File: config.mk
export PLATFORM = sky130hd
export DESIGN_NAME = sid_bus_if
export DESIGN_NICKNAME = d
export VERILOG_FILES = /design/src/rtl/sid_bus_if.sv
export SDC_FILE = /design/constraint.sdc
export NUM_CORES = 1
export LEC_CHECK = 0
export CORE_MARGIN = 4
export CORE_UTILIZATION = 28
export CTS_BUF_LIST = sky130_fd_sc_hd__clkbuf_16
export DETAILED_ROUTE_END_ITERATION = 7
export HOLD_SLACK_MARGIN = 0.05
export PLACE_DENSITY_LB_ADDON = 0.25
export SLEW_MARGIN = 20
export SYNTH_ARGS = -nofsm -noshare
export SYNTH_HDL_FRONTEND = slang
export SYNTH_SLANG_ARGS = --single-unit
File: constraint.sdc
create_clock -name clk -period 5.4 [get_ports clk]
set_input_delay 1.08 -clock clk [delete_from_list [all_inputs] [get_ports clk]]
set_output_delay 1.08 -clock clk [all_outputs]
set_load 0.005 [all_outputs]
File: src/rtl/sid_bus_if.sv
// Host-bus front end for the SID core: synchronises and deglitches phi2, captures the bus
// transaction, and produces write strobes, a masked read output enable and a stretched core reset.
module sid_bus_if #(
  parameter int             ADDR_W      = 5,
  parameter int             DATA_W      = 8,
  parameter int             NCS         = 4,
  parameter int             FILT        = 2,
  parameter int             OE_HOLD     = 2,
  parameter logic [NCS-1:0] OE_MASK     = 4'b0001,
  parameter int             RES_STRETCH = 8
) (
  input  logic              clk,
  input  logic              rst,
  input  logic              phi2_in,
  input  logic              res_n_in,
  input  logic              r_w_n_in,
  input  logic [NCS-1:0]    cs_n_in,
  input  logic [ADDR_W-1:0] addr_in,
  input  logic [DATA_W-1:0] data_in,
  input  logic [DATA_W-1:0] rdata,
  output logic              phi2,
  output logic [ADDR_W-1:0] addr,
  output logic [DATA_W-1:0] wdata,
  output logic [NCS-1:0]    cs_sel,
  output logic [NCS-1:0]    we,
  output logic              rd_en,
  output logic [DATA_W-1:0] data_o,
  output logic              data_oe,
  output logic              bus_res,
  output logic              cs_conflict
);

  localparam int FW = $clog2(FILT + 1);
  localparam int HW = $clog2(OE_HOLD + 1);
  localparam int RW = $clog2(RES_STRETCH + 1);

  typedef enum logic [1:0] {
    PHI1 = 2'd0,
    PHI2 = 2'd1,
    HOLD = 2'd2
  } state_t;

  function automatic logic [NCS-1:0] lowest_low(input logic [NCS-1:0] cs_n);
    lowest_low = '0;
    for (int i = NCS - 1; i >= 0; i--) begin
      if (!cs_n[i]) begin
        lowest_low    = '0;
        lowest_low[i] = 1'b1;
      end
    end
  endfunction

  logic              phi2_s1_q, phi2_s2_q;
  logic              res_s1_q, res_s2_q;
  logic              rw_smp_q, rw_cap_q;
  logic [NCS-1:0]    cs_smp_q, cs_cap_q;
  logic [ADDR_W-1:0] addr_smp_q, addr_q;
  logic [DATA_W-1:0] data_smp_q, wdata_q;
  logic              phi2_q;
  logic [FW-1:0]     filt_cnt_q;
  state_t            state_q, state_d;
  logic [HW-1:0]     hold_cnt_q, hold_cnt_d;
  logic [NCS-1:0]    cs_sel_q, cs_sel_d;
  logic [NCS-1:0]    we_q, we_d;
  logic              conflict_q, conflict_d;
  logic              armed_q, armed_d;
  logic              oe_q, oe_d;
  logic [DATA_W-1:0] data_o_q;
  logic [RW-1:0]     res_cnt_q;
  logic [NCS-1:0]    cs_low;
  logic              cs_multi;
  logic              rd_en_c;

  // ps1 and the single-sampled bus are aligned, so capture stops on the sample taken before the pin fall.
  always_ff @(posedge clk or posedge rst) begin
    if (rst) begin
      phi2_s1_q  <= 1'b0;
      phi2_s2_q  <= 1'b0;
      res_s1_q   <= 1'b1;
      res_s2_q   <= 1'b1;
      rw_smp_q   <= 1'b1;
      cs_smp_q   <= '1;
      addr_smp_q <= '0;
      data_smp_q <= '0;
      rw_cap_q   <= 1'b1;
      cs_cap_q   <= '1;
      addr_q     <= '0;
      wdata_q    <= '0;
    end else begin
      phi2_s1_q  <= phi2_in;
      phi2_s2_q  <= phi2_s1_q;
      res_s1_q   <= res_n_in;
      res_s2_q   <= res_s1_q;
      rw_smp_q   <= r_w_n_in;
      cs_smp_q   <= cs_n_in;
      addr_smp_q <= addr_in;
      data_smp_q <= data_in;
      if (phi2_s1_q) begin
        rw_cap_q <= rw_smp_q;
        cs_cap_q <= cs_smp_q;
        addr_q   <= addr_smp_q;
        wdata_q  <= data_smp_q;
      end
    end
  end

  always_ff @(posedge clk or posedge rst) begin
    if (rst) begin
      phi2_q     <= 1'b0;
      filt_cnt_q <= '0;
    end else if (phi2_s2_q != phi2_q) begin
      if (filt_cnt_q == FW'(FILT - 1)) begin
        phi2_q     <= phi2_s2_q;
        filt_cnt_q <= '0;
      end else begin
        filt_cnt_q <= filt_cnt_q + 1'b1;
      end
    end else begin
      filt_cnt_q <= '0;
    end
  end

  assign cs_low   = ~cs_cap_q;
  assign cs_multi = |(cs_low & (cs_low - 1'b1));
  assign rd_en_c  = ((state_q == PHI2) || (state_q == HOLD)) && rw_cap_q && (|cs_sel_q);

  always_comb begin
    state_d    = state_q;
    hold_cnt_d = hold_cnt_q;
    cs_sel_d   = cs_sel_q;
    we_d       = '0;
    conflict_d = 1'b0;
    armed_d    = armed_q;
    case (state_q)
      PHI1: begin
        if (phi2_q) begin
          state_d  = PHI2;
          cs_sel_d = lowest_low(cs_cap_q);
        end
      end
      PHI2: begin
        cs_sel_d = lowest_low(cs_cap_q);
        if (!phi2_q) begin
          state_d    = HOLD;
          hold_cnt_d = '0;
          armed_d    = 1'b1;
          conflict_d = cs_multi;
          // The first fall after reset may belong to a torn access, so it never strobes.
          if (armed_q && !rw_cap_q) we_d = cs_sel_q;
        end
      end
      HOLD: begin
        if (phi2_q) begin
          state_d  = PHI2;
          cs_sel_d = lowest_low(cs_cap_q);
        end else if (hold_cnt_q == HW'(OE_HOLD - 1)) begin
          state_d = PHI1;
        end else begin
          hold_cnt_d = hold_cnt_q + 1'b1;
        end
      end
      default: state_d = PHI1;
    endcase
    oe_d = rd_en_c && (|(cs_sel_q & OE_MASK)) && (state_d != PHI1);
  end

  always_ff @(posedge clk or posedge rst) begin
    if (rst) begin
      state_q    <= PHI1;
      hold_cnt_q <= '0;
      cs_sel_q   <= '0;
      we_q       <= '0;
      conflict_q <= 1'b0;
      armed_q    <= 1'b0;
      oe_q       <= 1'b0;
      data_o_q   <= '0;
    end else begin
      state_q    <= state_d;
      hold_cnt_q <= hold_cnt_d;
      cs_sel_q   <= cs_sel_d;
      we_q       <= we_d;
      conflict_q <= conflict_d;
      armed_q    <= armed_d;
      oe_q       <= oe_d;
      if (state_q == PHI2) data_o_q <= rdata;
    end
  end

  // Synced /RES reloads the stretch; the counter starts loaded so rst release also stretches.
  always_ff @(posedge clk or posedge rst) begin
    if (rst) begin
      res_cnt_q <= RW'(RES_STRETCH);
    end else if (!res_s2_q) begin
      res_cnt_q <= RW'(RES_STRETCH);
    end else if (res_cnt_q != '0) begin
      res_cnt_q <= res_cnt_q - 1'b1;
    end
  end

  assign phi2        = phi2_q;
  assign addr        = addr_q;
  assign wdata       = wdata_q;
  assign cs_sel      = cs_sel_q;
  assign we          = we_q;
  assign rd_en       = rd_en_c;
  assign data_o      = data_o_q;
  assign data_oe     = oe_q;
  assign bus_res     = !res_s2_q || (res_cnt_q != '0);
  assign cs_conflict = conflict_q;

endmodule
==> results of run 1 <==
==> how the worst max path moves through the flow <==
stage                         end  cells past startpoint
after floorplan           addr[0]                      1
after global placement      rd_en                      5
after detailed placement    rd_en                      5
after CTS                   rd_en                      5
after global routing        rd_en                      5
final                       rd_en                      5
==> critical path, cell delays in order, from the launching register on <==
cell	delay, ns
dfrtp_1	0.50
inv_2	0.10
ha_1	0.28
nand2_1	0.07
nor2_1	0.11
clkdlybuf4s50_1	0.51
==> logic make-up after synthesis <==
logic type	share of synthesized area (%)
buffers and inverters	2.43
XOR/XNOR	0.340
adder cells (fa/ha/maj)	3.30
flip-flops	68.6
AO/OA/AOI/OAI	6.17
AND/OR/NAND/NOR	6.51
multiplexers	12.6
==> metal layers <==
metal | vias to the layer above | wire length (um) | track usage, %
li1 | 751 | - | -
met1 | 773 | 2110 | 11.5
met2 | 46 | 2190 | 14.5
met3 | 9 | 384 | 4.22
met4 | 0 | 85 | 4.56
met5 | - | 0 | 0
==> registers in the layout, indices dropped and copies added, names as in the netlist, 4 cells and up <==
| register | count |
|---|---|
| we | 4 |
| cs_cap_q | 4 |
| data_smp_q | 8 |
| data_o | 8 |
| wdata | 8 |
| res_cnt_q | 4 |
| addr | 5 |
| cs_sel | 4 |
| addr_smp_q | 5 |
| cs_smp_q | 4 |
==> metrics by stage <==
step	setup slack, ns	utilization (%)	power [uW]	std cells	cell area (um2)
2_1_floorplan	2.57	-	969	177	2580
3_3_place_gp	2.80	37.7	1180	346	3330
3_5_place_dp	2.76	37.7	1190	346	3330
4_1_cts	2.41	40.9	1760	362	3620
5_1_grt	2.33	40.9	1840	362	3620
6_report	2.44	40.9	1730	362	3620
==> where the power goes <==
part | switching (uW) | leakage (uW) | total (uW) | internal (uW)
clock network | 206 | 0.000149 | 556 | 350
registers | 78.5 | 0.000829 | 711 | 633
logic | 187 | 0.000566 | 460 | 274
==> synthesized netlist by cell type, drive strengths merged <==
master | number | share of area [%]
o21ai | 7 | 1.5
xnor2 | 1 | 0.34
mux2i | 1 | 0.39
nor4 | 1 | 0.24
and3 | 1 | 0.24
buf | 3 | 0.68
nand2 | 7 | 1.0
a21o | 1 | 0.29
nor2 | 9 | 1.3
nor3b | 2 | 0.58
dfstp | 13 | 13
a221oi | 1 | 0.58
maj3 | 1 | 0.39
o31a | 1 | 0.34
inv | 12 | 1.7
nor3 | 3 | 0.58
ha | 6 | 2.9
a22o | 2 | 0.68
nand2b | 1 | 0.24
nand3b | 2 | 0.58
dfrtp | 57 | 55
mux2 | 28 | 12
a31o | 2 | 0.68
or3 | 2 | 0.49
a2111oi | 1 | 0.58
a21oi | 7 | 1.5
and2 | 5 | 1.2
==> cell type report <==
class / count / share of cell area [%]
Sequential cell: 70 / 48.9
Tap cell: 108 / 3.74
Inverter: 12 / 1.25
Multi-Input combinational cell: 92 / 20.6
Timing Repair Buffer: 64 / 17.6
Clock inverter: 7 / 1.63
Clock buffer: 9 / 6.23
==> impl_metrics.toml, run 1 <==
[timing]
hold-worst-slack_ns = 0.355
final-max-slew-violation-count = 0
finalCriticalPeriod_ns = 2.96
final-hold-violation-count = 0
tns_ns = 0
max_freq_ghz = 0.337
finalSetupViolCount = 0
finalCritPeriodShare_pct = 54.9
rsz0062_at_grt = "false"
slew_headroom_pct = 43.7
worst_pin_slew_ns = 0.845
clock_skew_ns = 0.00480

[setup_path]
rr_worst_depth = 4
required_ns = 4.32
critPathCaptureType = "output pin"
arrival_ns = 1.88
criticalPathCategory = "reg -> out"
reg2reg_slack_ns = 3.53
critPathMaxFanout = 7
r2r_end = "we[3]"
critPathLaunchType = "flop"
cp-startpoint = "state_q[0]"
r2r-start = "state_q[0]"

[logic_synthesis]
syn-cell-area_mm2 = 0.00258
synth_cell_types = 31
ys_seq_area_share_pct = 68.6
syn_nets = 213
syn_inst = 177
ys_ff_latch = 70
ys_warn_count = 0
syn-mean-instance-area_um2 = 14.6

[placed_design]
io_buffers = 63
gp_congestion = 0.700
hpwlAfterDp_mm = 3.29

[pwr]
vdd_drop_max_v = 0.000143
power_leakage_uw = 0.00154
powerDensity_mw_per_mm2 = 478

[global_route]
grt_start_max_net_pins = 45
overflow = 0
grt_pass1_vias = 1699
grt_pass1_wl_mm = 8.16
grtUsageTotal_pct = 9.51
antenna_found_initial = 0

[clock_tree]
cts-buffers-inserted = 9
cts_resized = 0
cts.hold.buffers_added = 0
clock-root-buffer = "clkbuf_16"
clock-sinks = 70
cts_tree = "yes"
cts_max_level = 3
path_clk_slew_ns = 0.06
clk_latency_ns = 0.32
cts_setup_buffers = 0
clock_path_buffers = 2

[layout]
diodes = 0
final_cell_mix = "63 x clkdlybuf4s50_1, 57 x dfrtp_1, 28 x mux2_2"
final_layout_size_suffix_gt1_share_pct = 25.2
final-seq-area_mm2 = 0.00177
fillerInstances = 858
final_nets = 285
multiInputGateArea_um2 = 746
final_common_cell = "clkdlybuf4s50_1"
area_growth_pct = 40.4

[die]
row_count = 34
core_mm2 = 0.00885
io_pins = 64
die_height_um = 104
dieArea_mm2 = 0.0108
die_w_um = 104
start_util_pct = 29.1

[routing]
antenna_left = 0
firstDrtPassIters = 4
drt_iter0_drc = 27
wirelength_mm = 4.77
vias = 1579
routedWlPerCell_um = 13.2
drc_errors = 0
viasPerCell = 4.36

[hold_path]
min_from = "res_s1_q"
min_path_cells = 0
hold_path_end = "res_s2_q"
hold_path_class = "reg -> reg"

[status]
status = "finished, final reports clean"

[run]
maxCapViolCount = 0
(Power assumes the default switching activity.)
==> inputs of run 2 (changes only) <==
Clock period 5.4 ns to 3.1 ns, I/O delays scaled along.
==> impl_metrics.toml, run 2 (synthesis gave the netlist of run 1 again) <==
[status]
status = "finished, final reports clean"

[clock_tree]
cts-buffers-inserted = 9
clock-root-buffer = "clkbuf_16"
clock-sinks = 70
cts_resized = 0
cts.hold.buffers_added = 0
cts_tree = "yes"
cts_max_level = 3
path_clk_slew_ns = 0.06
cts_setup_buffers = 0
clock_path_buffers = 2
clk_latency_ns = 0.32

[layout]
final_cell_mix = "63 x clkdlybuf4s50_1, 57 x dfrtp_1, 28 x mux2_2"
final_nets = 285
final_common_cell = "clkdlybuf4s50_1"
diodes = 0
area_growth_pct = 42.0
final_layout_size_suffix_gt1_share_pct = 26.0

[timing]
slew_headroom_pct = 44.6
final-max-slew-violation-count = 0
rsz0062_at_grt = "false"
max_freq_ghz = 0.402
finalCritPeriodShare_pct = 80.3
finalCriticalPeriod_ns = 2.49
finalSetupViolCount = 0
clock_skew_ns = 0.00682
worst_pin_slew_ns = 0.831
fin_ws_ns = 0.611
final-hold-violation-count = 0
tns_ns = 0
hold-worst-slack_ns = 0.355

[global_route]
grtUsageTotal_pct = 9.75
overflow = 0
grt_start_max_net_pins = 71
grt_pass1_wl_mm = 8.27
antenna_found_initial = 0
grt_pass1_vias = 1688

[routing]
drt_iter0_drc = 31
viasPerCell = 4.35
vias = 1574
firstDrtPassIters = 2
wirelength_mm = 4.71
routedWlPerCell_um = 13.0
drc_errors = 0
antenna_left = 0

[pwr]
total_power_uw = 3110
power_leakage_uw = 0.00155
vdd_drop_max_v = 0.000281
powerDensity_mw_per_mm2 = 849

[setup_path]
reg2reg_slack_ns = 1.22
arrival_ns = 1.87
r2r-start = "state_q[1]"
critical_path.top_delay_family = "buffers and inverters"
critPathLaunchType = "flop"
crit_slowest_cell = "clkdlybuf4s50_1"
slowest_delay_ns = 0.50
criticalPathCategory = "reg -> out"
critPathCaptureType = "output pin"
path_buf_inv = 2
cp-startpoint = "state_q[0]"
critPathMaxFanout = 7
crit_chain = "inv_2, ha_1, nand2_1, nor2_1, clkdlybuf4s50_1"
required_ns = 2.48

[die]
dieArea_mm2 = 0.0108
die_w_um = 104
core_mm2 = 0.00885
row_count = 34
die_height_um = 104
io_pins = 64
start_util_pct = 29.1

[placed_design]
gp_congestion = 0.706
pre_cts_ws_ns = 0.946
io_buffers = 63
hpwlAfterDp_mm = 3.13

[hold_path]
hold_path_class = "reg -> reg"
min_from = "res_s1_q"

[run]
maxCapViolCount = 0
run 2: changes by cell type in the layout (fill, tap and decap cells not counted), sizes merged:
cell      change
clkinvlp      +1
bufinv        +1
inv           -3
clkinv        +1
run 2: stage by stage:
| step | area, um2 | std cells | util (%) |
|---|---|---|---|
| finish | 3660 | 362 | 41.3 |
| global route | 3660 | 362 | 41.3 |
| CTS | 3660 | 362 | 41.3 |
| detailed placement | 3340 | 346 | 37.8 |
| global placement | 3340 | 346 | 37.8 |
| floorplan | 2580 | 177 | - |
run 2: report_power, final:
| part | total (uW) | internal [uW] | switching (uW) |
|---|---|---|---|
| registers | 1240 | 1100 | 137 |
| clock network | 1070 | 698 | 371 |
| logic | 798 | 479 | 320 |
| total | 3110 | 2280 | 828 |
run 2: layer usage:
layer	vias to the layer above	part of all wire, %	track usage (%)
li1	749	-	-
met1	769	44	11.3
met2	45	45	14.6
met3	11	8.7	5.21
met4	0	2.0	4.84
met5	-	0	0
run 2: path summary, 6_finish.rpt:
check | endpoint | cells past startpoint
hold / removal | res_s2_q | 0
hold reg to reg | res_s2_q | 0
max in group asynchronous | res_cnt_q[3] | 3
min in group asynchronous | data_o[4] | 3
setup / recovery | rd_en | 5
setup reg to reg | we[2] | 5
run 2: worst register-to-register path, delay by kind of cell, from the launching register on:
family                   cells  cell delay (ns)
AND/OR/NAND/NOR              3             0.78
adder cells (fa/ha/maj)      1             0.48
flip-flops                   1             0.44
buffers and inverters        1             0.12
run 2: area by class of cell:
class / instances / area [um2]
Fill cell: 839 / 5190
Clock inverter: 7 / 88.8
Sequential cell: 70 / 1770
Timing Repair Buffer: 64 / 651
Tap cell: 108 / 135
Multi-Input combinational cell: 92 / 746
Clock buffer: 9 / 225
Inverter: 12 / 45.0
